`src/rtl/wb_stage_pkg.sv`:
```
// wb_stage_pkg: shared widths and lane/bundle types for the writeback stage
package wb_stage_pkg;
    localparam int WB_WIDTH = 32;
    localparam int WB_RS = 5;
    typedef struct packed {
        logic valid;
        logic we;
        logic [WB_RS-1:0] rd;
        logic [WB_WIDTH-1:0] result;
    } wb_lane_t;
    typedef wb_lane_t [1:0] wb_bundle_t;
endpackage

```
`src/rtl/wb_fifo.sv`:
```
// wb_fifo: in-order DEPTH-entry bundle queue with wrapping pointers
module wb_fifo
    import wb_stage_pkg::*;
#(
    parameter int DEPTH = 2
) (
    input  logic       clk,
    input  logic       rst,
    input  logic       push,
    input  logic       pop,
    input  wb_bundle_t din,
    output wb_bundle_t dout,
    output logic       empty,
    output logic       full
);
    localparam int AW = $clog2(DEPTH);
    wb_bundle_t mem_q [DEPTH];
    logic [AW-1:0] wptr_q, rptr_q;
    logic [AW:0] cnt_q, cnt_d;
    always_comb begin
        cnt_d = cnt_q + (AW+1)'(push) - (AW+1)'(pop);
        empty = cnt_q == '0;
        full = cnt_q == (AW+1)'(DEPTH);
        dout = mem_q[rptr_q];
    end
    always_ff @(posedge clk) begin
        if (rst) begin
            wptr_q <= '0;
            rptr_q <= '0;
            cnt_q <= '0;
        end else begin
            wptr_q <= push ? wptr_q + 1'b1 : wptr_q;
            rptr_q <= pop ? rptr_q + 1'b1 : rptr_q;
            cnt_q <= cnt_d;
        end
    end
    always_ff @(posedge clk) begin
        if (push) mem_q[wptr_q] <= din;
    end
endmodule

```
`src/rtl/wb_stage.sv`:
```
// wb_stage: queued writeback with x0/WAW filtering; WB_RETIRE_CNT_EN adds the instret counter
module wb_stage
    import wb_stage_pkg::*;
#(
    parameter int WIDTH = WB_WIDTH,
    parameter int RS = WB_RS,
    parameter int DEPTH = 2
) (
    input  logic                  clk,
    input  logic                  rst,
    input  logic [1:0]            ex_valid,
    input  logic [1:0]            ex_we,
    input  logic [1:0][RS-1:0]    ex_rd,
    input  logic [1:0][WIDTH-1:0] ex_result,
    output logic                  ex_ready,
    input  logic                  hold,
    output logic [1:0][RS-1:0]    rd,
    output logic [1:0][WIDTH-1:0] wd,
    output logic [1:0]            write_en,
    output logic [1:0]            byp_valid
`ifdef WB_RETIRE_CNT_EN
    ,
    output logic [63:0]           instret
`endif
);
    wb_bundle_t din, head;
    logic empty, full, push, pop;
    logic [1:0] wr;
    always_comb begin
        for (int i = 0; i < 2; i++) begin
            din[i] = '{valid: ex_valid[i], we: ex_we[i], rd: ex_rd[i], result: ex_result[i]};
            wr[i] = pop & head[i].valid & head[i].we & (|head[i].rd);
            rd[i] = empty ? '0 : head[i].rd;
            wd[i] = empty ? '0 : head[i].result;
        end
        ex_ready = ~full;
        push = (|ex_valid) & ~full;
        pop = ~empty & ~hold;
        // younger lane 1 wins a same-register conflict
        write_en = {wr[1], wr[0] & ~(wr[1] & (head[0].rd == head[1].rd))};
        byp_valid = write_en;
    end
    wb_fifo #(.DEPTH(DEPTH)) u_fifo (
        .clk(clk), .rst(rst), .push(push), .pop(pop),
        .din(din), .dout(head), .empty(empty), .full(full)
    );
`ifdef WB_RETIRE_CNT_EN
    logic [63:0] instret_q, instret_d;
    always_comb instret_d = instret_q + (pop ? 64'(head[0].valid) + 64'(head[1].valid) : 64'd0);
    always_ff @(posedge clk) begin
        instret_q <= rst ? 64'd0 : instret_d;
    end
    assign instret = instret_q;
`endif
endmodule

```
`config.mk`:
```
export PLATFORM = sky130hd
export DESIGN_NAME = wb_stage
export DESIGN_NICKNAME = d
export VERILOG_FILES = /design/src/rtl/wb_stage_pkg.sv /design/src/rtl/wb_fifo.sv /design/src/rtl/wb_stage.sv
export SDC_FILE = /design/constraint.sdc
export NUM_CORES = 1
export LEC_CHECK = 0
export ABC_AREA = 1
export CORE_ASPECT_RATIO = 0.7
export CORE_UTILIZATION = 50
export CTS_BUF_LIST = sky130_fd_sc_hd__clkbuf_4
export DETAILED_ROUTE_END_ITERATION = 8
export PLACE_DENSITY = 0.82
export SYNTH_ARGS = -nofsm -noshare
export SYNTH_HDL_FRONTEND = slang
export SYNTH_HIERARCHICAL = 1
export SYNTH_SLANG_ARGS = --single-unit
```
`constraint.sdc`:
```
create_clock -name clk -period 15.4 [get_ports clk]
set_clock_uncertainty 0.15 [all_clocks]
set_input_delay 3.08 -clock clk [delete_from_list [all_inputs] [get_ports clk]]
set_output_delay 3.08 -clock clk [all_outputs]
set_load 0.1 [all_outputs]
```
==> impl_metrics.xml <==
<?xml version="1.0" encoding="UTF-8"?>
<metrics>
  <group name="route">
    <metric name="detail_route.first_pass.iterations" unit="">4</metric>
    <metric name="routed-via-count" unit="">3867</metric>
    <metric name="detailedRoute.firstIterationViolations" unit="">147</metric>
    <metric name="postRouteWirelength" unit="mm">12.6</metric>
    <metric name="post_drt_wl_per_cell" unit="um">15.8</metric>
    <metric name="route.antenna.remaining_nets" unit="">0</metric>
    <metric name="vias_per_cell" unit="">4.83</metric>
    <metric name="drc" unit="">0</metric>
  </group>
  <group name="floorplan">
    <metric name="floorplan.die.height" unit="um">98.8</metric>
    <metric name="fp.dieArea" unit="um2">13900</metric>
    <metric name="rows" unit="">34</metric>
    <metric name="die_width" unit="um">140</metric>
    <metric name="top_level_i_o_count" unit="">160</metric>
    <metric name="core_region_area" unit="um2">12700</metric>
    <metric name="starting_utilization_of_the_core_area" unit="%">52.6</metric>
  </group>
  <group name="grt">
    <metric name="grt_pass1_wl" unit="mm">20.0</metric>
    <metric name="grt_start_max_net_pins" unit="">79</metric>
    <metric name="antenna_found_initial" unit="">1</metric>
    <metric name="grt_pass1_vias" unit="">4082</metric>
    <metric name="total_global_routing_overflow" unit="">0</metric>
    <metric name="grt_usage" unit="%">19.2</metric>
  </group>
  <group name="run">
    <metric name="maxCapViolCount" unit="">0</metric>
  </group>
  <group name="critical_path">
    <metric name="signal_arrival_time_at_the_worst_endpoint" unit="ns">5.20</metric>
    <metric name="criticalPathCategory" unit="">input port to primary output</metric>
    <metric name="worst_r2r_endpoint" unit="">u_fifo/mem_q[0][60]</metric>
    <metric name="rr_worst_depth" unit="">5</metric>
    <metric name="timing.rr.start" unit="">u_fifo/cnt_q[0]</metric>
    <metric name="path_max_fanout" unit="">4</metric>
    <metric name="worst_setup_path_start_kind" unit="">input port</metric>
    <metric name="rrSetupSlack" unit="ns">12.63</metric>
    <metric name="timing.critical_path.to_type" unit="">primary output</metric>
    <metric name="critical_path_required" unit="ns">12.17</metric>
  </group>
  <group name="layout">
    <metric name="final_util" unit="%">68.5</metric>
    <metric name="number_of_fill_cells" unit="">902</metric>
    <metric name="layoutNonFillerInstCount" unit="">800</metric>
    <metric name="area.growth.synth_to_final" unit="%">30.2</metric>
    <metric name="layout_common_cells" unit="">159 x clkdlybuf4s50_1, 156 x edfxtp_1, 87 x nor2_1, 83 x inv_1, 58 x mux2_2</metric>
    <metric name="final_common_cell" unit="">clkdlybuf4s50_1</metric>
    <metric name="post_route_cells_drive_above_1_share" unit="%">18.5</metric>
    <metric name="num-nets-final" unit="">707</metric>
  </group>
  <group name="yosys">
    <metric name="synthDominantCellAreaShare" unit="%">70.0</metric>
    <metric name="synth_cell_types" unit="">18</metric>
    <metric name="synthesis.area" unit="um2">6690</metric>
    <metric name="synth_fp_nets" unit="">545</metric>
    <metric name="synth.largest_area_cell" unit="">edfxtp_1</metric>
    <metric name="synthesis.instances" unit="">462</metric>
    <metric name="synth_area_per_cell" unit="um2">14.5</metric>
    <metric name="postSynthRegisterBits" unit="">161</metric>
    <metric name="synthTopCellsByArea" unit="">edfxtp_1 70%, mux2_2 9.8%, nor2_1 5.0%</metric>
    <metric name="seq_area_frac_synth" unit="%">71.5</metric>
    <metric name="yosys_warning_total" unit="">6</metric>
  </group>
  <group name="timing">
    <metric name="period_needed" unit="ns">8.43</metric>
    <metric name="slew_limit_headroom" unit="%">20.8</metric>
    <metric name="rsz0062_at_grt" unit="">false</metric>
    <metric name="post-route-worst-setup-slack" unit="ns">6.97</metric>
    <metric name="clock.fmax" unit="MHz">119</metric>
    <metric name="setup_viol_count_final" unit="">0</metric>
    <metric name="worst_pin_slew" unit="ns">1.19</metric>
    <metric name="final_min_period_over_clock_period" unit="%">54.8</metric>
    <metric name="number_of_pins_with_negative_max_slew_slack_in_the_final_report" unit="">0</metric>
    <metric name="hold_viol_final" unit="">0</metric>
    <metric name="timing.setup.tns" unit="ns">0</metric>
  </group>
  <group name="min_path">
    <metric name="min_to" unit="">u_fifo/rptr_q</metric>
    <metric name="min_path_cells" unit="">2</metric>
    <metric name="holdCritPathClass" unit="">flip-flop to flip-flop</metric>
    <metric name="min_from" unit="">u_fifo/rptr_q</metric>
  </group>
  <group name="placement">
    <metric name="place_ws" unit="ns">6.96</metric>
    <metric name="final_hpwl_from_detailed_placement" unit="mm">8.13</metric>
    <metric name="routabilityCongestion" unit="">0.794</metric>
    <metric name="io_buffer_count" unit="">159</metric>
    <metric name="place.detailed.instances" unit="">767</metric>
  </group>
  <group name="clock_network">
    <metric name="postCtsHoldBufs" unit="">0</metric>
    <metric name="cts.reportedPaths.clkPinSlew" unit="ns">0.15</metric>
    <metric name="cts_setup_buffers" unit="">0</metric>
    <metric name="worstSkewPairLatency" unit="ns">0.52</metric>
    <metric name="tritoncts.num_buffers" unit="">17</metric>
    <metric name="tritoncts_clock_tree" unit="">built</metric>
    <metric name="cts_max_level" unit="">4</metric>
    <metric name="clockRootBuffer" unit="">clkbuf_4</metric>
    <metric name="clk_path_buf_depth" unit="">2</metric>
    <metric name="post_cts_resize_count" unit="">0</metric>
    <metric name="tritoncts_num_sinks" unit="">161</metric>
  </group>
  <group name="run_status">
    <metric name="run_status" unit="">completed</metric>
  </group>
</metrics>
[worst max-delay path by stage]
stage          slack [ns]  from  cells after the start      endpoint
2_1_floorplan        7.02  hold                      6   write_en[0]
3_3_place_gp         7.03  hold                      7   write_en[0]
3_5_place_dp         6.96  hold                      7  byp_valid[0]
4_1_cts              6.96  hold                      7  byp_valid[0]
5_1_grt              6.89  hold                      7  byp_valid[0]
6_report             6.97  hold                      7  byp_valid[0]
[cells by family (layout without fill, tap and decap cells)]
kind of cell    after synthesis  after routing  synth area share [%]
compound gates                1              1                0.0748
xor+xnor                      2              2                 0.262
fa+ha+maj                     2              2                 0.374
buf+inv                     103            278                  6.81
flops                       161            161                  71.5
mux                          78             78                  14.3
other cells                   0              1                     0
simple gates                115            115                  6.70
[layout make-up]
| class | count | area [um2] | area share (%) |
|---|---|---|---|
| well taps | 162 | 203 | 2.33 |
| repair buffers | 162 | 1610 | 18.5 |
| diodes | 1 | 2.50 | 0.0287 |
| clock inverters | 15 | 194 | 2.23 |
| flip-flops and latches | 161 | 4790 | 55.0 |
| inverters | 84 | 317 | 3.63 |
| clock buffers | 17 | 128 | 1.47 |
| multi-input cells | 198 | 1460 | 16.8 |
[critical path, stage by stage]
cell,delay [ns]
clkdlybuf4s50_1,0.47
nor2_2,0.06
and3_1,0.15
nand2_1,0.08
nor2_1,0.05
nor2_1,0.14
clkdlybuf4s50_1,1.17
[layer usage]
metal / share of wire (%) / wire [um] / GRT usage, % / vias to the layer above
li1: - / - / - / 1883
met1: 45 / 5620 / 24.3 / 1855
met2: 48 / 6030 / 31.9 / 118
met3: 6.7 / 850 / 6.07 / 11
met4: 0.94 / 119 / 5.92 / 0
met5: 0 / 0 / 0 / -
[stage by stage]
stage | cell area (um2) | hold WS, ns
floorplan | 6690 | 0.331
global placement | 8390 | 0.358
detailed placement | 8390 | 0.366
CTS | 8710 | 0.406
global route | 8710 | 0.466
finish | 8710 | 0.412
[state kept, by name, indices dropped and copies added, names as in the netlist, named ones only]
register and cells:
u_fifo/cnt_q 2, u_fifo/wptr_q 1, u_fifo/rptr_q 1, u_fifo/mem_q 156
[synth_stat cells]
library cell,count
edfxtp_1,156
nor2_1,89
inv_1,84
mux2_2,58
mux2_4,20
nand2_1,17
buf_4,8
buf_2,7
dfxtp_1,5
buf_6,4
nand3_1,3
ha_1,2
nand4_1,2
nor3_1,2
xnor2_1,2
a21oi_1,1
and3_1,1
nor2_2,1
Power is not shown: default switching activity piles up to over one toggle a cycle in this logic, so the estimate is an artifact.
